### config.mk
export PLATFORM = sky130hd
export DESIGN_NAME = ps2_keyboard_evt_fifo
export DESIGN_NICKNAME = d
export VERILOG_FILES = /design/src/rtl/ps2_kbd_pkg.sv /design/src/rtl/ps2_frame_rx.sv /design/src/rtl/ps2_keyboard_evt_fifo.sv
export SDC_FILE = /design/constraint.sdc
export NUM_CORES = 1
export LEC_CHECK = 0
export ABC_AREA = 1
export CAP_MARGIN = 30
export CORE_ASPECT_RATIO = 1.5
export CORE_MARGIN = 8
export CORE_UTILIZATION = 35
export CTS_BUF_LIST = sky130_fd_sc_hd__clkbuf_4 sky130_fd_sc_hd__clkbuf_8
export DETAILED_ROUTE_END_ITERATION = 8
export RECOVER_POWER = 100
export SYNTH_ARGS = -nofsm -noshare
export SYNTH_HDL_FRONTEND = slang
export SYNTH_HIERARCHICAL = 1
export SYNTH_SLANG_ARGS = --single-unit
### constraint.sdc
create_clock -name sys_clk_0 -period 3.7 [get_ports sys_clk_0]
set_input_delay 0.74 -clock sys_clk_0 [delete_from_list [all_inputs] [get_ports sys_clk_0]]
set_output_delay 0.74 -clock sys_clk_0 [all_outputs]
set_load 0.05 [all_outputs]
### src/rtl/ps2_kbd_pkg.sv
// ps2_kbd_pkg: scan codes, modifier bit indices and the key event record shared by the PS/2 keyboard front end.
package ps2_kbd_pkg;
    localparam logic [7:0] SC_E0     = 8'hE0;
    localparam logic [7:0] SC_E1     = 8'hE1;
    localparam logic [7:0] SC_F0     = 8'hF0;
    localparam logic [7:0] SC_LSHIFT = 8'h12;
    localparam logic [7:0] SC_RSHIFT = 8'h59;
    localparam logic [7:0] SC_CTRL   = 8'h14;
    localparam logic [7:0] SC_ALT    = 8'h11;
    localparam logic [7:0] SC_CAPS   = 8'h58;

    localparam int MOD_SHIFT = 0;
    localparam int MOD_CTRL  = 1;
    localparam int MOD_ALT   = 2;
    localparam int MOD_CAPS  = 3;

    typedef struct packed {
        logic [7:0] code;
        logic       ext;
        logic       rel;
        logic [3:0] mods;
    } ps2_evt_t;

    function automatic logic is_mod_code(input logic [7:0] c);
        return c inside {SC_LSHIFT, SC_RSHIFT, SC_CTRL, SC_ALT, SC_CAPS};
    endfunction
endpackage

### src/rtl/ps2_frame_rx.sv
// ps2_frame_rx: synchronises and debounces the PS/2 pins, deserialises 11-bit frames
// and checks start/parity/stop plus a start-to-stop watchdog.
module ps2_frame_rx #(
    parameter int CLK_HZ        = 50_000_000,
    parameter int DEBOUNCE_CLKS = 63,
    parameter int FRAME_TMO_US  = 2000
) (
    input  logic       clk,
    input  logic       rst_n,
    input  logic       ps2_clk,
    input  logic       ps2_data,
    output logic [7:0] byte_out,
    output logic       byte_done,
    output logic       frame_err
);
    localparam int TMO = CLK_HZ / 1_000_000 * FRAME_TMO_US;
    localparam int WW  = $clog2(TMO + 1);
    localparam int DW  = $clog2(DEBOUNCE_CLKS + 1);
    localparam logic [1:0] S_IDLE = 2'd0;
    localparam logic [1:0] S_DATA = 2'd1;
    localparam logic [1:0] S_PAR  = 2'd2;
    localparam logic [1:0] S_STOP = 2'd3;

    logic [1:0]    clk_sy, dat_sy;
    logic          clk_f;
    logic [DW-1:0] db_cnt;
    logic [1:0]    state;
    logic [2:0]    bit_cnt;
    logic [7:0]    sh;
    logic          par;
    logic [WW-1:0] wd;
    logic          stable_hit, fall, d, tmo;

    always_comb begin
        stable_hit = (clk_sy[1] != clk_f) && (db_cnt == DW'(DEBOUNCE_CLKS - 1));
        fall       = stable_hit && !clk_sy[1];
        d          = dat_sy[1];
        tmo        = (state != S_IDLE) && (wd == WW'(TMO - 1));
    end

    // Pins idle high, so the synchronisers and filter reset high to avoid a phantom falling edge.
    always_ff @(posedge clk or negedge rst_n) begin
        if (!rst_n) begin
            clk_sy    <= 2'b11;
            dat_sy    <= 2'b11;
            clk_f     <= 1'b1;
            db_cnt    <= '0;
            state     <= S_IDLE;
            bit_cnt   <= '0;
            sh        <= '0;
            par       <= 1'b0;
            wd        <= '0;
            byte_out  <= '0;
            byte_done <= 1'b0;
            frame_err <= 1'b0;
        end else begin
            clk_sy    <= {clk_sy[0], ps2_clk};
            dat_sy    <= {dat_sy[0], ps2_data};
            db_cnt    <= (clk_sy[1] == clk_f || stable_hit) ? '0 : db_cnt + 1'b1;
            if (stable_hit) clk_f <= clk_sy[1];
            byte_done <= 1'b0;
            frame_err <= 1'b0;
            wd        <= (state == S_IDLE) ? '0 : wd + 1'b1;
            if (tmo) begin
                state     <= S_IDLE;
                frame_err <= 1'b1;
            end else if (fall) begin
                case (state)
                    S_IDLE: if (!d) begin
                        state   <= S_DATA;
                        bit_cnt <= '0;
                    end
                    S_DATA: begin
                        sh      <= {d, sh[7:1]};
                        bit_cnt <= bit_cnt + 1'b1;
                        if (bit_cnt == 3'd7) state <= S_PAR;
                    end
                    S_PAR: begin
                        par   <= d;
                        state <= S_STOP;
                    end
                    default: begin
                        state <= S_IDLE;
                        if (d && (^sh ^ par)) begin
                            byte_out  <= sh;
                            byte_done <= 1'b1;
                        end else begin
                            frame_err <= 1'b1;
                        end
                    end
                endcase
            end
        end
    end
endmodule

### src/rtl/ps2_keyboard_evt_fifo.sv
// ps2_keyboard_evt_fifo: PS/2 keyboard receiver that assembles prefixed scan codes into key events,
// tracks modifier/caps state and buffers events in a first-word-fallthrough FIFO.
module ps2_keyboard_evt_fifo
    import ps2_kbd_pkg::*;
#(
    parameter int CLK_HZ         = 50_000_000,
    parameter int DEBOUNCE_CLKS  = 63,
    parameter int FRAME_TMO_US   = 2000,
    parameter int FIFO_DEPTH     = 16,
    parameter int TRAP_MODIFIERS = 1
) (
    input  logic                            sys_clk_0,
    input  logic                            reset_n,
    input  logic                            ps2_clk,
    input  logic                            ps2_data,
    output logic [7:0]                      evt_code,
    output logic                            evt_extended,
    output logic                            evt_released,
    output logic [3:0]                      evt_mods,
    output logic                            evt_valid,
    input  logic                            evt_ready,
    output logic [$clog2(FIFO_DEPTH+1)-1:0] fifo_level,
    output logic                            overflow,
    input  logic                            clr_overflow,
    output logic                            frame_err
);
    localparam int AW = $clog2(FIFO_DEPTH);
    localparam int LW = $clog2(FIFO_DEPTH + 1);

    logic [1:0] rst_sy;
    logic       rst_n;
    logic [7:0] rx_byte;
    logic       rx_done, rx_err;

    always_ff @(posedge sys_clk_0 or negedge reset_n) begin
        if (!reset_n) rst_sy <= 2'b00;
        else          rst_sy <= {rst_sy[0], 1'b1};
    end
    assign rst_n = rst_sy[1];

    ps2_frame_rx #(
        .CLK_HZ       (CLK_HZ),
        .DEBOUNCE_CLKS(DEBOUNCE_CLKS),
        .FRAME_TMO_US (FRAME_TMO_US)
    ) u_rx (
        .clk      (sys_clk_0),
        .rst_n    (rst_n),
        .ps2_clk  (ps2_clk),
        .ps2_data (ps2_data),
        .byte_out (rx_byte),
        .byte_done(rx_done),
        .frame_err(rx_err)
    );

    logic     ext_f, rel_f;
    logic     lsh, rsh, lctl, rctl, lalt, ralt, caps_dn, caps;
    logic     lsh_n, rsh_n, lctl_n, rctl_n, lalt_n, ralt_n, caps_dn_n, caps_n;
    logic     is_pre, bad, make;
    logic [3:0] mods_n;
    logic     push_q;
    ps2_evt_t evt_q;

    always_comb begin
        is_pre    = rx_byte inside {SC_E0, SC_E1, SC_F0};
        bad       = (rx_byte == 8'h00) || (rx_byte == 8'hFF);
        make      = !rel_f;
        lsh_n     = (rx_byte == SC_LSHIFT) ? make : lsh;
        rsh_n     = (rx_byte == SC_RSHIFT) ? make : rsh;
        lctl_n    = (rx_byte == SC_CTRL && !ext_f) ? make : lctl;
        rctl_n    = (rx_byte == SC_CTRL && ext_f) ? make : rctl;
        lalt_n    = (rx_byte == SC_ALT && !ext_f) ? make : lalt;
        ralt_n    = (rx_byte == SC_ALT && ext_f) ? make : ralt;
        // Typematic repeats of caps arrive as makes while the key is still down; only the first toggles.
        caps_n    = (rx_byte == SC_CAPS && make && !caps_dn) ? !caps : caps;
        caps_dn_n = (rx_byte == SC_CAPS) ? make : caps_dn;
        mods_n    = 4'b0;
        mods_n[MOD_SHIFT] = lsh_n | rsh_n;
        mods_n[MOD_CTRL]  = lctl_n | rctl_n;
        mods_n[MOD_ALT]   = lalt_n | ralt_n;
        mods_n[MOD_CAPS]  = caps_n;
    end

    always_ff @(posedge sys_clk_0 or negedge rst_n) begin
        if (!rst_n) begin
            {ext_f, rel_f}                      <= 2'b00;
            {lsh, rsh, lctl, rctl, lalt, ralt}  <= 6'b0;
            {caps_dn, caps}                     <= 2'b00;
            push_q                              <= 1'b0;
            evt_q                               <= '0;
            frame_err                           <= 1'b0;
        end else begin
            push_q    <= 1'b0;
            frame_err <= rx_err | (rx_done & bad);
            if (rx_done) begin
                if (is_pre) begin
                    ext_f <= ext_f | (rx_byte != SC_F0);
                    rel_f <= rel_f | (rx_byte == SC_F0);
                end else begin
                    ext_f <= 1'b0;
                    rel_f <= 1'b0;
                    if (!bad) begin
                        {lsh, rsh, lctl, rctl, lalt, ralt} <= {lsh_n, rsh_n, lctl_n, rctl_n, lalt_n, ralt_n};
                        {caps_dn, caps}                    <= {caps_dn_n, caps_n};
                        push_q <= !(TRAP_MODIFIERS != 0 && is_mod_code(rx_byte));
                        evt_q  <= {rx_byte, ext_f, rel_f, mods_n};
                    end
                end
            end
        end
    end

    ps2_evt_t        mem [FIFO_DEPTH];
    ps2_evt_t        head;
    logic [AW-1:0]   wp, rp;
    logic            full, pop, push_ok;

    always_comb begin
        evt_valid = fifo_level != '0;
        full      = fifo_level == LW'(FIFO_DEPTH);
        pop       = evt_valid & evt_ready;
        push_ok   = push_q & (!full | pop);
        head      = evt_valid ? mem[rp] : '0;
    end

    assign {evt_code, evt_extended, evt_released, evt_mods} = head;

    always_ff @(posedge sys_clk_0) begin
        if (push_ok) mem[wp] <= evt_q;
    end

    // A drop sets overflow even when software is clearing it in the same cycle.
    always_ff @(posedge sys_clk_0 or negedge rst_n) begin
        if (!rst_n) begin
            wp         <= '0;
            rp         <= '0;
            fifo_level <= '0;
            overflow   <= 1'b0;
        end else begin
            if (push_ok) wp <= wp + 1'b1;
            if (pop)     rp <= rp + 1'b1;
            fifo_level <= fifo_level + LW'(push_ok) - LW'(pop);
            overflow   <= (push_q & full & !pop) | (overflow & !clr_overflow);
        end
    end
endmodule
==> results.cfg <==
[run_status]
status = finished clean

[setup_path]
crit_type = register to output port
crit_slowest_cell = inv_1
slowest_delay_ns = 0.50
required_ns = 2.96
crit_start = fifo_level[2]
crit_top_cell = inv_1
critical_path.endpoint_type = output port
r2r_start = fifo_level[2]
start_kind = register
path_max_fanout = 14
crit_path_cell_trace = inv_1 -> ha_1 -> nor3b_1 -> nand2_1 -> inv_1 -> a21oi_1 -> clkbuf_2
crit_arrival_ns = 2.73
r2r_slack_ns = 0.85

[synth]
synth_edf_count = 224
ys_warn_count = 6
synthArstFlopShare_pct = 29.3
synth_seq_area_share_pct = 65.5
ys.flop_type = edfxtp_1
postSynthAreaPerCell_sq_um = 10.6
netlist_instances = 1305
syn-cell-area_sq_um = 13800
synth_cell_types = 48
synth_nets = 1332
synth_seq_cells = 317

[die]
rows = 89
coreArea_sq_um = 39200
die_h_um = 259
die_w_um = 178
initial_core_util_pct = 35.3
dieArea_sq_um = 46200
ioPinCount = 28

[sta]
slew_viol_final = 0
period_share_pct = 93.8
worstMarginPinSlew_ns = 1.33
grt_setup_unrepaired = no
setup_viol = 0
tns_ns = 0
fmaxAchievable_ghz = 0.288
slew_headroom_pct = 11.6
fin_crit_ns = 3.47
clock-skew-final_ns = 0.0206
hold_viol = 0

[cts]
ctsHoldBuffers = 0
clock_latency_ns = 0.58
cts_root_buf = clkbuf_8
numCtsBuffers = 49
clock_path_buffers = 3
clkSinkCount = 317
h-tree-depth = 2
tritoncts = yes
cts_setup_buffers = 0
cts_resized = 0
path_clk_slew_ns = 0.06

[placement]
post-dp-hpwl_mm = 18.8
dp_cells = 1804
place.gp.congestion = 0.804
port_buffers = 27

[global_routing]
antenna_found_initial = 1
grtUsageTotal_pct = 13.5
grt_pass1_vias = 9268
grt_first_pass_wirelength_mm = 49.4
grt_max_degree = 115
grt-ovfl-total = 0

[power_and_ir_drop]
worst_ir_drop_vdd_v = 0.000518
power_density_nw_per_um2 = 630
power_mw = 9.66
p_leak_nw = 6.45

[route]
viasPerCell = 4.88
ant_nets = 0
drt_iter0_drc = 691
first_pass_iters = 5
via_count = 9229
wire_per_inst_um = 16.2
drc = 0
routed_wl_mm = 30.7

[flow_run]
drv_cap = 0

[layout]
nNetsFinal = 1382
drive_above_1_share_pct = 9.84
stdcell_count = 1893
syn_to_final_growth_pct = 11.0

[min_path]
hold_path.class = register to register
hp-start = rst_sy[0]
## worst max-delay path: cells and delay by family (launching register included)
kind	cells	cell delay [ns]
adders and majority gates	1	0.14
and+or+nand+nor	2	0.54
AOI/OAI and AO/OA	1	0.18
buffers and inverters	3	0.88
DFF	1	0.41
## synthesized netlist by cell type, types with 2 or more instances
library cell	number	share of area, %
a21oi_1	26	0.94
buf_1	4	0.11
buf_12	2	0.29
buf_2	29	1.0
buf_6	11	0.90
clkbuf_1	7	0.19
clkinv_1	2	0.054
dfrtp_1	88	16
dfstp_2	5	0.95
edfxtp_1	224	49
ha_1	20	1.8
inv_1	65	1.8
inv_2	5	0.14
nand2_1	427	12
nand2_2	8	0.36
nand2_4	2	0.16
nand3_1	197	7.1
nand3_2	3	0.22
nand3b_1	2	0.11
nand4_1	17	0.77
nor2_1	63	1.7
nor2_2	10	0.45
nor2_8	2	0.29
nor3_1	9	0.33
nor3b_1	2	0.11
o21a_1	3	0.16
o21ai_0	30	1.1
o21ai_1	3	0.11
o21ai_2	7	0.44
xnor2_1	4	0.25
xor2_1	11	0.70
## metal layers
layer	GRT usage [%]	vias up	routed length (um)
met3	2.56	56	1460
met1	16.2	4479	13100
met2	23.6	186	15400
li1	-	4508	-
met5	0	-	0
met4	5.02	0	806
## cell usage in the layout (no fill, tap or decap), drive strengths merged, types with 2 or more instances in the layout
| cell type | Yosys | routed |
|---|---|---|
| nor3 | 10 | 10 |
| ha | 20 | 20 |
| nand3 | 201 | 201 |
| nor3b | 2 | 2 |
| dfstp | 5 | 5 |
| xor2 | 11 | 11 |
| inv | 70 | 71 |
| clkdlybuf4s50 | 0 | 2 |
| buf | 47 | 12 |
| clkbuf | 8 | 104 |
| dfrtp | 88 | 88 |
| clkinv | 3 | 13 |
| xnor2 | 4 | 4 |
| a21oi | 27 | 27 |
| edfxtp | 224 | 224 |
| nand3b | 3 | 3 |
| nor2 | 76 | 76 |
| o21a | 3 | 3 |
| nand4 | 18 | 18 |
| dlygate4sd3 | 0 | 11 |
| nand2 | 437 | 437 |
| o21ai | 40 | 40 |
## kinds of logic after synthesis
kind of cell,after synthesis,synth area share [%]
other,1,0.0271
AND/OR/NAND/NOR,748,23.9
AO/OA/AOI/OAI,75,3.07
XOR/XNOR,15,0.950
flip-flops,317,65.5
buffers and inverters,128,4.62
adder cells (fa/ha/maj),21,1.95
## worst paths after layout
path | to | cells past startpoint
hold reg to reg | rst_sy[1] | 0
setup reg to reg | fifo_level[4] | 13
hold / removal | rst_sy[1] | 0
max in group asynchronous | u_rx/sh[1] | 1
min in group asynchronous | rst_sy[1] | 1
setup / recovery | evt_code[4] | 7
## through the flow
stage	utilization (%)	hold WS, ns	area [sq um]	worst slack, ns
3_3_place_gp	37.1	0.338	14600	0.698
2_1_floorplan	-	0.331	13800	0.322
5_1_grt	39.2	0.357	15300	0.0793
6_report	39.2	0.347	15300	0.228
3_5_place_dp	37.1	0.336	14600	0.685
4_1_cts	39.7	0.274	15600	0.232
## layout make-up
| type | count | area, sq um |
|---|---|---|
| antenna | 1 | 2.50 |
| clock buffer | 75 | 920 |
| clock inverter | 13 | 91.3 |
| fill | 3852 | 23900 |
| inverter | 73 | 275 |
| multi-input combinational | 860 | 3990 |
| sequential | 317 | 9070 |
| tap | 500 | 626 |
| timing repair buffer | 54 | 369 |
## registers in the layout, summed over array words and instances, names as in the netlist, 3 cells and up, named ones only
| name | count |
|---|---|
| evt_q | 13 |
| u_rx/sh | 8 |
| rp | 4 |
| u_rx/bit_cnt | 3 |
| wp | 4 |
| fifo_level | 5 |
| u_rx/byte_out | 8 |
| u_rx/wd | 17 |
| mem | 224 |
| u_rx/db_cnt | 6 |
## report_power, final
part | internal, mW | switching, mW | leakage (nW) | total (mW)
Clock | 1.65 | 1.32 | 0.541 | 2.97
Sequential | 3.84 | 0.0743 | 3.84 | 3.91
Combinational | 0.706 | 2.08 | 2.07 | 2.78
No activity file was read; power rests on OpenSTA's default activity.
